**config.mk**
```make
export PLATFORM = sky130hd
export DESIGN_NAME = prio_arbiter
export DESIGN_NICKNAME = d
export VERILOG_FILES = /design/src/rtl/prio_pkg.sv /design/src/rtl/prio_enc_n.sv /design/src/rtl/prio_arbiter.sv
export SDC_FILE = /design/constraint.sdc
export NUM_CORES = 1
export LEC_CHECK = 0
export BUFFER_PORTS_ARGS = -buffer_cell sky130_fd_sc_hd__buf_2
export CELL_PAD_IN_SITES_DETAIL_PLACEMENT = 1
export CELL_PAD_IN_SITES_GLOBAL_PLACEMENT = 2
export CORE_ASPECT_RATIO = 0.7
export CORE_MARGIN = 2
export CORE_UTILIZATION = 32
export CTS_BUF_LIST = sky130_fd_sc_hd__clkbuf_4
export DETAILED_ROUTE_END_ITERATION = 10
export GPL_ROUTABILITY_DRIVEN = 0
export PLACE_DENSITY = 0.88
export SLEW_MARGIN = 10
export SYNTH_ARGS = -nofsm -noshare
export SYNTH_HDL_FRONTEND = slang
export SYNTH_HIERARCHICAL = 1
export SYNTH_SLANG_ARGS = --single-unit
```
**constraint.sdc**
```tcl
create_clock -name clk -period 2.7 [get_ports clk]
set_input_delay 0.135 -clock clk [delete_from_list [all_inputs] [get_ports clk]]
set_output_delay 0.135 -clock clk [all_outputs]
set_load 0.05 [all_outputs]
```
**src/rtl/prio_pkg.sv**
```systemverilog
// Shared types and helpers for the registered priority arbiter.
// MAX_N bounds the request width that rotate_mask can describe.
package prio_pkg;

    typedef enum logic {
        PRIO_FIXED = 1'b0,
        PRIO_RR    = 1'b1
    } prio_mode_t;

    localparam int unsigned MAX_N = 32;

    // Keep every position at or below the one-hot pointer bit.
    // A zero pointer yields an all-ones mask.
    function automatic logic [MAX_N-1:0] rotate_mask(input logic [MAX_N-1:0] ptr_onehot);
        return ptr_onehot | (ptr_onehot - {{(MAX_N-1){1'b0}}, 1'b1});
    endfunction

endpackage

```
**src/rtl/prio_enc_n.sv**
```systemverilog
// N-to-W combinational priority encoder; the highest set bit wins.
// valid flags a non-zero request vector.
module prio_enc_n #(
    parameter int unsigned N = 8,
    localparam int unsigned W = $clog2(N)
) (
    input  logic [N-1:0] req,
    output logic [W-1:0] idx,
    output logic         valid
);

    // Scan upward so that the last (highest) set bit overwrites lower ones.
    always_comb begin
        idx   = {W{1'b0}};
        valid = |req;
        for (int i = 0; i < int'(N); i++) begin
            idx = req[i] ? W'(i) : idx;
        end
    end

endmodule

```
**src/rtl/prio_arbiter.sv**
```systemverilog
// Registered priority arbiter with fixed (MSB-first) and round-robin modes,
// presenting one grant at a time on a valid/ready output.
module prio_arbiter
    import prio_pkg::*;
#(
    parameter int unsigned N = 8,
    localparam int unsigned W = $clog2(N)
) (
    input  logic         clk,
    input  logic         rst,
    input  logic [N-1:0] req,
    input  logic         mode,
    output logic         gnt_valid,
    input  logic         gnt_ready,
    output logic [W-1:0] gnt_idx,
    output logic [N-1:0] gnt_onehot,
    output logic         any
);

    logic         gnt_valid_q,  gnt_valid_d;
    logic [W-1:0] gnt_idx_q,    gnt_idx_d;
    logic [N-1:0] gnt_onehot_q, gnt_onehot_d;
    logic [N-1:0] ptr_q,        ptr_d;

    prio_mode_t   mode_s;
    logic         accept_s;
    logic         slot_open_s;
    logic [N-1:0] rr_mask_s;
    logic [N-1:0] req_masked_s;
    logic [W-1:0] masked_idx_s;
    logic         masked_valid_s;
    logic [W-1:0] full_idx_s;
    logic         full_valid_s;
    logic [W-1:0] winner_s;

    assign mode_s = prio_mode_t'(mode);
    assign any    = |req;

    prio_enc_n #(.N(N)) u_enc_masked (
        .req   (req_masked_s),
        .idx   (masked_idx_s),
        .valid (masked_valid_s)
    );

    prio_enc_n #(.N(N)) u_enc_full (
        .req   (req),
        .idx   (full_idx_s),
        .valid (full_valid_s)
    );

    // Handshake decode and pointer advance; the mask uses the advanced
    // pointer so the just-served requester is already lowest priority.
    always_comb begin
        accept_s    = gnt_valid_q & gnt_ready;
        slot_open_s = ~gnt_valid_q | gnt_ready;
        ptr_d       = ptr_q;
        if (accept_s && (mode_s == PRIO_RR)) begin
            ptr_d = {gnt_onehot_q[0], gnt_onehot_q[N-1:1]};
        end else begin
            ptr_d = ptr_q;
        end
        rr_mask_s    = N'(rotate_mask(MAX_N'(ptr_d)));
        req_masked_s = req & rr_mask_s;
    end

    // Winner selection for the active mode.
    always_comb begin
        winner_s = full_idx_s;
        case (mode_s)
            PRIO_RR: begin
                if (masked_valid_s) begin
                    winner_s = masked_idx_s;
                end else begin
                    winner_s = full_idx_s;
                end
            end
            PRIO_FIXED: winner_s = full_idx_s;
            default:    winner_s = full_idx_s;
        endcase
    end

    // Output slot: reload when open, otherwise hold the pending grant.
    always_comb begin
        gnt_valid_d  = gnt_valid_q;
        gnt_idx_d    = gnt_idx_q;
        gnt_onehot_d = gnt_onehot_q;
        if (slot_open_s) begin
            if (full_valid_s) begin
                gnt_valid_d  = 1'b1;
                gnt_idx_d    = winner_s;
                gnt_onehot_d = {{(N-1){1'b0}}, 1'b1} << winner_s;
            end else begin
                gnt_valid_d  = 1'b0;
                gnt_idx_d    = gnt_idx_q;
                gnt_onehot_d = {N{1'b0}};
            end
        end else begin
            gnt_valid_d  = gnt_valid_q;
            gnt_idx_d    = gnt_idx_q;
            gnt_onehot_d = gnt_onehot_q;
        end
    end

    // State registers; the pointer restarts at N-1 to match fixed priority.
    always_ff @(posedge clk) begin
        if (rst) begin
            gnt_valid_q  <= 1'b0;
            gnt_idx_q    <= {W{1'b0}};
            gnt_onehot_q <= {N{1'b0}};
            ptr_q        <= {1'b1, {(N-1){1'b0}}};
        end else begin
            gnt_valid_q  <= gnt_valid_d;
            gnt_idx_q    <= gnt_idx_d;
            gnt_onehot_q <= gnt_onehot_d;
            ptr_q        <= ptr_d;
        end
    end

    assign gnt_valid  = gnt_valid_q;
    assign gnt_idx    = gnt_idx_q;
    assign gnt_onehot = gnt_onehot_q;

endmodule

```
==> metrics <==
CP Capture Type register; Layout fillers 411; layout cells sized above 1 34.4%; Final Max Tran Viols 0; DRC Markers 0; CP max-delay cell nor4_1; I/O pins 25; GR peak layer met2; fin crit period 2480 ps; CTS tree built; wire per inst 16.2 um; ys async rst share 0%; CP startpoint kind register; Least-Margin Pin Slew 500 ps; clock share of power 33.6%; Via density 5.30; CP required 2900 ps; Sink Count 20; RSZ-0062 raised after global routing no; Post-DRT Antenna Nets 0; Peak VDD IR 282 uV; first-pass GRT wire length 5.87 mm; RR Startpoint gnt_onehot[1]; hold path depth 2; height of the die 53.2 um; crit-path cells nor4_1, mux2i_2, a21boi_0, nor2_1, nand4_1, nand2_2, mux2_2, a32oi_1, nor2_1; Hold Buf Count CTS 0; Via Count 1114; Leak Pwr 0.000587 uW; Mapped Cells 133; path depth of the worst reg2reg path 9; Top FF cell, synth dfxtp_1; CTS Buf Count 3; Core ar. 0.00323 mm2; CP Class reg -> reg; Max Root-Sink Buffers 2; CP arrival 2690 ps; met2 usage 32.9%; CP peak stage delay 480 ps; Seq pwr share 43.3%; f_max 403 MHz; Die Wd 74.2 um; crit-path max FO 4; final setup fails 0; Worst Path Buf+Inv 0; Hold Startpoint rst; Fin Setup TNS 0 ps; Initial Util 34.2%; period utilisation layout 92.0%; # diodes 0; row count 17; Mapped Nets 145; NetSw 219 uW; Pint 514 uW; Placed Instances 206; Final Hold Viols 0; Congestion Overflow GR 0; final worst setup slack 216 ps; Syn Area/Cell 8.31 um2; number of global-route vias before repair 1188; worst skew pair latency 310 ps; clock tree root driver cell clkbuf_4; mapped cell area 0.00110 mm2; synth warn 6; met1 Resource Use GR 27.0%; HPWL Detailed 2.74 mm; Max transition margin 66.4%; outcome completed; Largest delay share family, worst path simple AND/OR/NAND/NOR gates; Finished Layout Cells 210; R2R Path End gnt_onehot[2]; skew final 9.84 ps; Reg area 402 um2; most frequent cell on the critical path nor2_1; Post-synth EDFFs 0; Setup Fix Bufs, Post-CTS 0; final net count 176; Worst-path clk slew 120 ps; initial drt markers 23; GR Util All Layers 19.9%; MaxCap Viol Count 0; r2r setup slk 220 ps; Cell Pwr Density 527 mW/mm2; library cells used by synthesis 37; area grow syn2layout 25.8%; largest net degree at the start of global routing 21; die area 0.00395 mm2; First-pass DRT Iterations 4; met3 GRT Util 5.14%; Multi-input gate area 682 um2; Sw Share 29.9%; pre-CTS setup slack 128 ps; Yosys reg bits 20; hold endpoint gnt_onehot[2]; port bufs 24; initial antenna violation count 0; register area share after synthesis 36.2%; WL final 3.41 mm; # resized after CTS 0; htree depth 1; Hold Path Class in -> reg; Combinational Power Share 23.1%
[cells in the mapped netlist, types with 2 or more instances]
cell type / number / area [um2]
a21oi_2: 2 / 17.5
a21boi_1: 2 / 15.0
mux2_2: 2 / 22.5
a211oi_1: 2 / 15.0
mux2i_1: 8 / 80.1
nor4_1: 6 / 37.5
o31ai_2: 2 / 25.0
nor3_1: 3 / 15.0
nand4_1: 2 / 12.5
a32oi_1: 8 / 70.1
nor2_1: 27 / 101
clkbuf_1: 2 / 7.51
nand2b_1: 2 / 12.5
inv_1: 4 / 15.0
dfxtp_1: 20 / 400
o31ai_1: 3 / 22.5
a21boi_0: 2 / 15.0
a21oi_1: 7 / 35.0
inv_2: 2 / 7.51
nand2_1: 10 / 37.5
[power groups by stage]
| stage | registers (uW) | logic (uW) | clock network (uW) |
|---|---|---|---|
| after floorplan | 355 | 76.3 | 0 |
| after global placement | 322 | 159 | 0 |
| after detailed placement | 323 | 163 | 0 |
| after CTS | 316 | 163 | 251 |
| after global routing | 319 | 183 | 263 |
| final | 317 | 169 | 246 |
[state kept, by name, summed over array words and instances, names as in the netlist]
| name | cells |
|---|---|
| ptr_q | 8 |
| gnt_idx | 3 |
| gnt_valid | 1 |
| gnt_onehot | 8 |
[cell usage in the layout, fill, tap and decap left out, types with 4 or more instances in the layout]
cell	Yosys	layout
a21oi_1	7	7
a32oi_1	8	8
buf_2	1	24
buf_4	1	7
dfxtp_1	20	19
inv_1	4	4
mux2i_1	8	4
mux2i_2	0	4
nand2_1	10	9
nor2_1	27	26
nor4_1	6	6
[area by class of cell]
cell class	count	share of cell area, %
flip-flops and latches	20	28.9
well taps	47	4.23
clock buffers	3	1.62
inverters	6	1.62
repair buffers	31	12.4
clock inverters	1	2.16
multi-input cells	102	49.1
[through the flow]
step	utilization (%)	instance area [um2]	hold slack [ps]	power [uW]
after floorplan	-	1100	399	432
after global placement	40.4	1310	474	481
after detailed placement	40.4	1310	481	486
after CTS	42.0	1360	197	731
after global routing	43.0	1390	225	765
final	43.0	1390	203	733
[worst max path at each step]
stage,start,endpoint,slack (ps),cells past startpoint
6_report,gnt_onehot[1],gnt_onehot[2],220,9
5_1_grt,gnt_onehot[1],gnt_onehot[2],30,9
4_1_cts,gnt_valid,gnt_onehot[1],100,10
3_5_place_dp,gnt_valid,gnt_onehot[6],130,10
3_3_place_gp,gnt_valid,gnt_onehot[0],250,10
2_1_floorplan,gnt_valid,gnt_onehot[7],50,11
[logic make-up (layout without fill, tap and decap cells)]
family                 after synthesis  count (layout)  synth area share (%)
AOI/OAI and AO/OA                   34              34                  24.6
buffers and inverters               11              41                  4.87
muxes                               10              10                  9.29
DFF                                 20              20                  36.2
and+or+nand+nor                     58              58                  25.0
[per-layer routing]
metal	vias up	part of all wire [%]	wire [um]
met1	543	50	1720
li1	551	-	-
met5	-	0	0
met4	0	0.35	12
met3	2	4.2	144
met2	18	45	1530
No activity file was read; power rests on OpenSTA's default activity.
